$ cat src/rtl/sp_types_pkg.sv
// Shared types and widths for the scratchpad memory arbiter.
package sp_types_pkg;

  localparam int unsigned WORD_W       = 16;
  localparam int unsigned BITS_PER_ROW = 32;
  localparam int unsigned ROW_S_W      = 3;

  typedef enum logic [1:0] {
    ARB_IDLE = 2'd0,
    ARB_REQ  = 2'd1,
    ARB_RESP = 2'd2
  } arb_state_t;

endpackage

$ cat src/rtl/sp_rr_arbiter.sv
// Combinational round-robin selector: first requester after 'last' (mod N).
module sp_rr_arbiter #(
  parameter int unsigned N = 4,
  localparam int unsigned LW = (N > 1) ? $clog2(N) : 1
) (
  input  logic [N-1:0]  req,
  input  logic [LW-1:0] last,
  output logic [N-1:0]  gnt,
  output logic          valid
);

  logic [LW-1:0] idx;

  // Scan requesters starting just after the previous winner, wrapping once.
  always_comb begin
    gnt   = '0;
    valid = 1'b0;
    idx   = '0;
    for (int unsigned k = 1; k <= N; k++) begin
      idx = LW'((32'(last) + k) % N);
      if (!valid && req[idx]) begin
        gnt[idx] = 1'b1;
        valid    = 1'b1;
      end
    end
  end

endmodule

$ cat src/rtl/sp_mem_arbiter.sv
// Single-port memory arbiter shared by NUM_SP scratchpad channels.
// One transaction in flight: grant (IDLE) -> memory access (REQ) -> hit (RESP).
module sp_mem_arbiter
  import sp_types_pkg::*;
#(
  parameter int unsigned NUM_SP      = 4,
  parameter int unsigned NUM_ROWS    = 4,
  parameter int unsigned STORE_FIRST = 0
) (
  input  logic                             CLK,
  input  logic                             RST,
  input  logic [NUM_SP-1:0]                sLoad,
  input  logic [NUM_SP-1:0]                sStore,
  input  logic [NUM_SP*WORD_W-1:0]         load_addr,
  input  logic [NUM_SP*WORD_W-1:0]         store_addr,
  input  logic [NUM_SP*BITS_PER_ROW-1:0]   store_data,
  input  logic [NUM_SP-1:0]                row_clr,
  output logic [NUM_SP*BITS_PER_ROW-1:0]   load_data,
  output logic [NUM_SP-1:0]                sLoad_hit,
  output logic [NUM_SP-1:0]                sStore_hit,
  output logic [NUM_SP*ROW_S_W-1:0]        sLoad_row,
  output logic                             mem_ren,
  output logic                             mem_wen,
  output logic [WORD_W-1:0]                mem_addr,
  output logic [BITS_PER_ROW-1:0]          mem_wdata,
  input  logic [BITS_PER_ROW-1:0]          mem_rdata,
  input  logic                             mem_ready
);

  localparam int unsigned IDX_W = (NUM_SP > 1) ? $clog2(NUM_SP) : 1;

  arb_state_t                       state_q, state_d;
  logic [IDX_W-1:0]                 last_q, last_d;
  logic [IDX_W-1:0]                 chan_q, chan_d;
  logic                             is_store_q, is_store_d;
  logic [WORD_W-1:0]                addr_q, addr_d;
  logic [BITS_PER_ROW-1:0]          wdata_q, wdata_d;
  logic [NUM_SP*BITS_PER_ROW-1:0]   load_data_q, load_data_d;
  logic [NUM_SP*ROW_S_W-1:0]        row_q, row_d;

  logic [NUM_SP-1:0]                gnt;
  logic                             gvalid;
  logic [IDX_W-1:0]                 gidx;
  logic                             load_sel;
  logic [ROW_S_W-1:0]               row_cur;

  sp_rr_arbiter #(.N(NUM_SP)) u_rr (
    .req   (sLoad | sStore),
    .last  (last_q),
    .gnt   (gnt),
    .valid (gvalid)
  );

  // One-hot grant to channel index.
  always_comb begin
    gidx = '0;
    for (int unsigned i = 0; i < NUM_SP; i++) begin
      if (gnt[i]) gidx = IDX_W'(i);
    end
  end

  // Next-state, strobes, hit pulses and row-counter updates.
  always_comb begin
    state_d     = state_q;
    last_d      = last_q;
    chan_d      = chan_q;
    is_store_d  = is_store_q;
    addr_d      = addr_q;
    wdata_d     = wdata_q;
    load_data_d = load_data_q;
    row_d       = row_q;
    sLoad_hit   = '0;
    sStore_hit  = '0;
    mem_ren     = 1'b0;
    mem_wen     = 1'b0;
    load_sel    = 1'b0;
    row_cur     = row_q[chan_q*ROW_S_W +: ROW_S_W];

    case (state_q)
      ARB_IDLE: begin
        if (gvalid) begin
          load_sel   = sLoad[gidx] && !((STORE_FIRST != 0) && sStore[gidx]);
          chan_d     = gidx;
          is_store_d = !load_sel;
          addr_d     = load_sel ? load_addr[gidx*WORD_W +: WORD_W]
                                : store_addr[gidx*WORD_W +: WORD_W];
          wdata_d    = load_sel ? '0 : store_data[gidx*BITS_PER_ROW +: BITS_PER_ROW];
          state_d    = ARB_REQ;
        end
      end
      ARB_REQ: begin
        mem_ren = !is_store_q;
        mem_wen = is_store_q;
        if (mem_ready) begin
          if (!is_store_q) load_data_d[chan_q*BITS_PER_ROW +: BITS_PER_ROW] = mem_rdata;
          state_d = ARB_RESP;
        end
      end
      ARB_RESP: begin
        if (is_store_q) begin
          sStore_hit[chan_q] = 1'b1;
        end else begin
          sLoad_hit[chan_q] = 1'b1;
          row_d[chan_q*ROW_S_W +: ROW_S_W] =
            (row_cur == ROW_S_W'(NUM_ROWS - 1)) ? '0 : row_cur + 1'b1;
        end
        last_d  = chan_q;
        state_d = ARB_IDLE;
      end
      default: state_d = ARB_IDLE;
    endcase

    // Clear applied last so it overrides a coincident increment.
    for (int unsigned i = 0; i < NUM_SP; i++) begin
      if (row_clr[i]) row_d[i*ROW_S_W +: ROW_S_W] = '0;
    end
  end

  // State and datapath registers with synchronous reset.
  always_ff @(posedge CLK) begin
    if (RST) begin
      state_q     <= ARB_IDLE;
      last_q      <= IDX_W'(NUM_SP - 1);
      chan_q      <= '0;
      is_store_q  <= 1'b0;
      addr_q      <= '0;
      wdata_q     <= '0;
      load_data_q <= '0;
      row_q       <= '0;
    end else begin
      state_q     <= state_d;
      last_q      <= last_d;
      chan_q      <= chan_d;
      is_store_q  <= is_store_d;
      addr_q      <= addr_d;
      wdata_q     <= wdata_d;
      load_data_q <= load_data_d;
      row_q       <= row_d;
    end
  end

  assign mem_addr  = addr_q;
  assign mem_wdata = wdata_q;
  assign load_data = load_data_q;
  assign sLoad_row = row_q;

endmodule

$ cat config.mk
export PLATFORM = sky130hd
export DESIGN_NAME = sp_mem_arbiter
export DESIGN_NICKNAME = d
export VERILOG_FILES = /design/src/rtl/sp_types_pkg.sv /design/src/rtl/sp_rr_arbiter.sv /design/src/rtl/sp_mem_arbiter.sv
export SDC_FILE = /design/constraint.sdc
export NUM_CORES = 1
export LEC_CHECK = 0
export CORE_AREA = 10 10 189 191
export CTS_BUF_LIST = sky130_fd_sc_hd__clkbuf_8
export CTS_CLUSTER_DIAMETER = 150
export DETAILED_ROUTE_END_ITERATION = 10
export DIE_AREA = 0 0 199 201
export SLEW_MARGIN = 15
export SYNTH_ARGS = -nofsm -noshare
export SYNTH_HDL_FRONTEND = slang
export SYNTH_HIERARCHICAL = 1
export SYNTH_SLANG_ARGS = --single-unit
$ cat constraint.sdc
create_clock -name CLK -period 13.3 [get_ports CLK]
set_clock_uncertainty 0.1 [all_clocks]
set_input_delay 2.66 -clock CLK [delete_from_list [all_inputs] [get_ports CLK]]
set_output_delay 2.66 -clock CLK [all_outputs]
set_load 0.02 [all_outputs]
==> flow_metrics.tcl <==
set metrics [dict create \
    cts-resized-gates 0 \
    io_buffers 500 \
    die_height_um 201 \
    synth_fp_nets 1460 \
    layout-drive-gt1-share_pct 8.960 \
    max-vdd-ir-drop_uv 102.7 \
    required_ns 13.56 \
    whs_ns 0.3560 \
    setup_tns_ns 0 \
    status "finished clean" \
    fmax_mhz 135.4 \
    numCtsBuffers 17 \
    p_total_uw 1461 \
    path_buf_inv 2 \
    post-route-cell-area_um2 15400 \
    placed_cell_area_um2 14930 \
    clock-sinks 195 \
    path_depth 12 \
    firstDrtPassIters 4 \
    wl_um 49480 \
    pin_count 501 \
    p_leak_uw 0.005294 \
    grt_usage_pct 23.75 \
    setup_viol_count_final 0 \
    dieArea_um2 40000 \
    wl_per_cell_um 24.56 \
    drv_slew 0 \
    hp-start "load_data[116]$_SDFFE_PP0P_" \
    cts_tree "yes" \
    rsz0062_at_grt "false" \
    grt_pass1_vias 10340 \
    hold_violations 0 \
    hp-class "reg -> reg" \
    reg2reg_slack_ns 7.81 \
    critical-path-top-delay-family "compound AO/OA/AOI/OAI gates" \
    dpl.hpwl_um 37640 \
    critPathMaxFanout 48 \
    worstMarginPinSlew_ns 1.047 \
    powerDensity_nw_per_um2 94.89 \
    start_util_pct 30.11 \
    synthCells 1144 \
    endpoint_kind "register" \
    ant_nets 0 \
    start_kind "input pin" \
    synth.yosys.warnings 6 \
    relSlewSlack_pct 30.07 \
    fin_crit_ns 7.385 \
    criticalPathCategory "in -> reg" \
    syn2layout_area_growth_pct 59.65 \
    detailedPlace.worstSlack_ns 5.399 \
    clk-insertion-delay-late_ns 0.49 \
    cts_root_buf "clkbuf_8" \
    finalCritPeriodShare_pct 55.53 \
    layout.nets 1899 \
    antenna_found_initial 16 \
    critPathArrivalTime_ns 7.64 \
    via_count 10340 \
    fin_ws_ns 5.915 \
    min_to "load_data[116]$_SDFFE_PP0P_" \
    maxCapViolations 0 \
    synth.avg_cell_area_um2 8.432 \
    ctsHoldBuffers 0 \
    cts_setup_buffers 0 \
    vias_per_cell 5.131 \
    rows 66 \
    syn_area_um2 9647 \
    drc 0 \
    r2r_cells 12 \
    r2r-start "last_q[1]$_SDFFE_PP1P_" \
    routabilityCongestion 0.9283 \
    clk_path_buf_depth 2 \
    grt.overflow.total 0 \
    clk_pin_slew_ns 0.11 \
    drt_iter0_drc 572 \
    grt_start_max_net_pins 76 \
    crit_slowest_cell "a221o_2" \
    hold_depth 2 \
    coreArea_um2 32040 \
    rr_endpoint "mem_addr[11]$_SDFFE_PP0P_" \
    critPathMaxStageDelay_ns 0.77 \
    grt_pass1_wl_um 71150 \
    path_cells "clkdlybuf4s50_1, or2_2, or3b_1, a2111o_1, nand3_2, a221o_2, nor2b_1, a222oi_1, buf_4, mux4_2, a22oi_1, o211ai_1" \
    die_width_um 199 \
    h-tree-depth 4 \
]
[cell usage in the layout (no fill, tap or decap), types with 4 or more instances in the layout]
cell type	count
a211oi_1	4
a21oi_1	132
a221oi_2	6
a22oi_1	49
and2_1	6
and3_1	6
buf_4	18
clkbuf_8	17
clkdlybuf4s50_1	499
clkinv_8	4
dfxtp_1	195
diode_2	11
ha_1	13
inv_1	15
mux2_2	57
mux2i_1	71
mux4_2	12
nand2_1	184
nand3_1	144
nor2_1	45
nor2b_1	7
nor3_1	14
o211ai_1	9
o21ai_0	33
o22ai_1	7
or2_2	4
[area by class of cell]
cell class / count / area, µm²
diodes: 11 / 27.53
inverters: 15 / 56.30
clock inverters: 15 / 211.5
multi-input cells: 836 / 5316
fillers: 3133 / 16640
repair buffers: 518 / 5141
flip-flops and latches: 195 / 3904
clock buffers: 17 / 234.0
well taps: 408 / 510.5
[flip-flops by register name, summed over array words and instances, names as in the netlist]
name        cells
load_data     128
mem_wdata      32
mem_addr       16
sLoad_row      12
chan_q          2
last_q          2
state_q         2
is_store_q      1
[tightest hold or removal path, stage by stage, from the launching register on]
cell	delay, ns
dfxtp_1	0.32
nand2_1	0.05
a21oi_1	0.05
[per-layer routing]
layer	routed length (µm)	GRT usage (%)	vias up
li1	-	-	4955
met1	17820	24.66	4958
met2	24720	40.25	364
met3	5699	11.48	55
met4	1200	9.321	6
met5	42	0	-
[worst max path at each step]
stage	from	to
final	sLoad[3]	mem_addr[11]$_SDFFE_PP0P_
after global routing	sLoad[3]	mem_addr[0]$_SDFFE_PP0P_
after CTS	sLoad[3]	mem_addr[15]$_SDFFE_PP0P_
after detailed placement	sLoad[3]	mem_addr[15]$_SDFFE_PP0P_
after global placement	sLoad[3]	mem_addr[0]$_SDFFE_PP0P_
after floorplan	sLoad[3]	mem_addr[0]$_SDFFE_PP0P_
[per-stage QoR]
step	std cells	util (%)
4_1_cts	2004	47.98
2_1_floorplan	1144	-
5_1_grt	2012	48.04
6_report	2015	48.07
3_5_place_dp	1972	46.59
3_3_place_gp	1972	46.59
[power breakdown]
part | total [µW] | leakage (µW) | switching (µW) | internal (µW)
clock network | 439 | 0.000219 | 259 | 180
logic | 400 | 0.00350 | 197 | 203
registers | 623 | 0.00158 | 16.5 | 606
total | 1460 | 0.00529 | 472 | 989
Note: power is estimated with default switching activity, not from simulation.
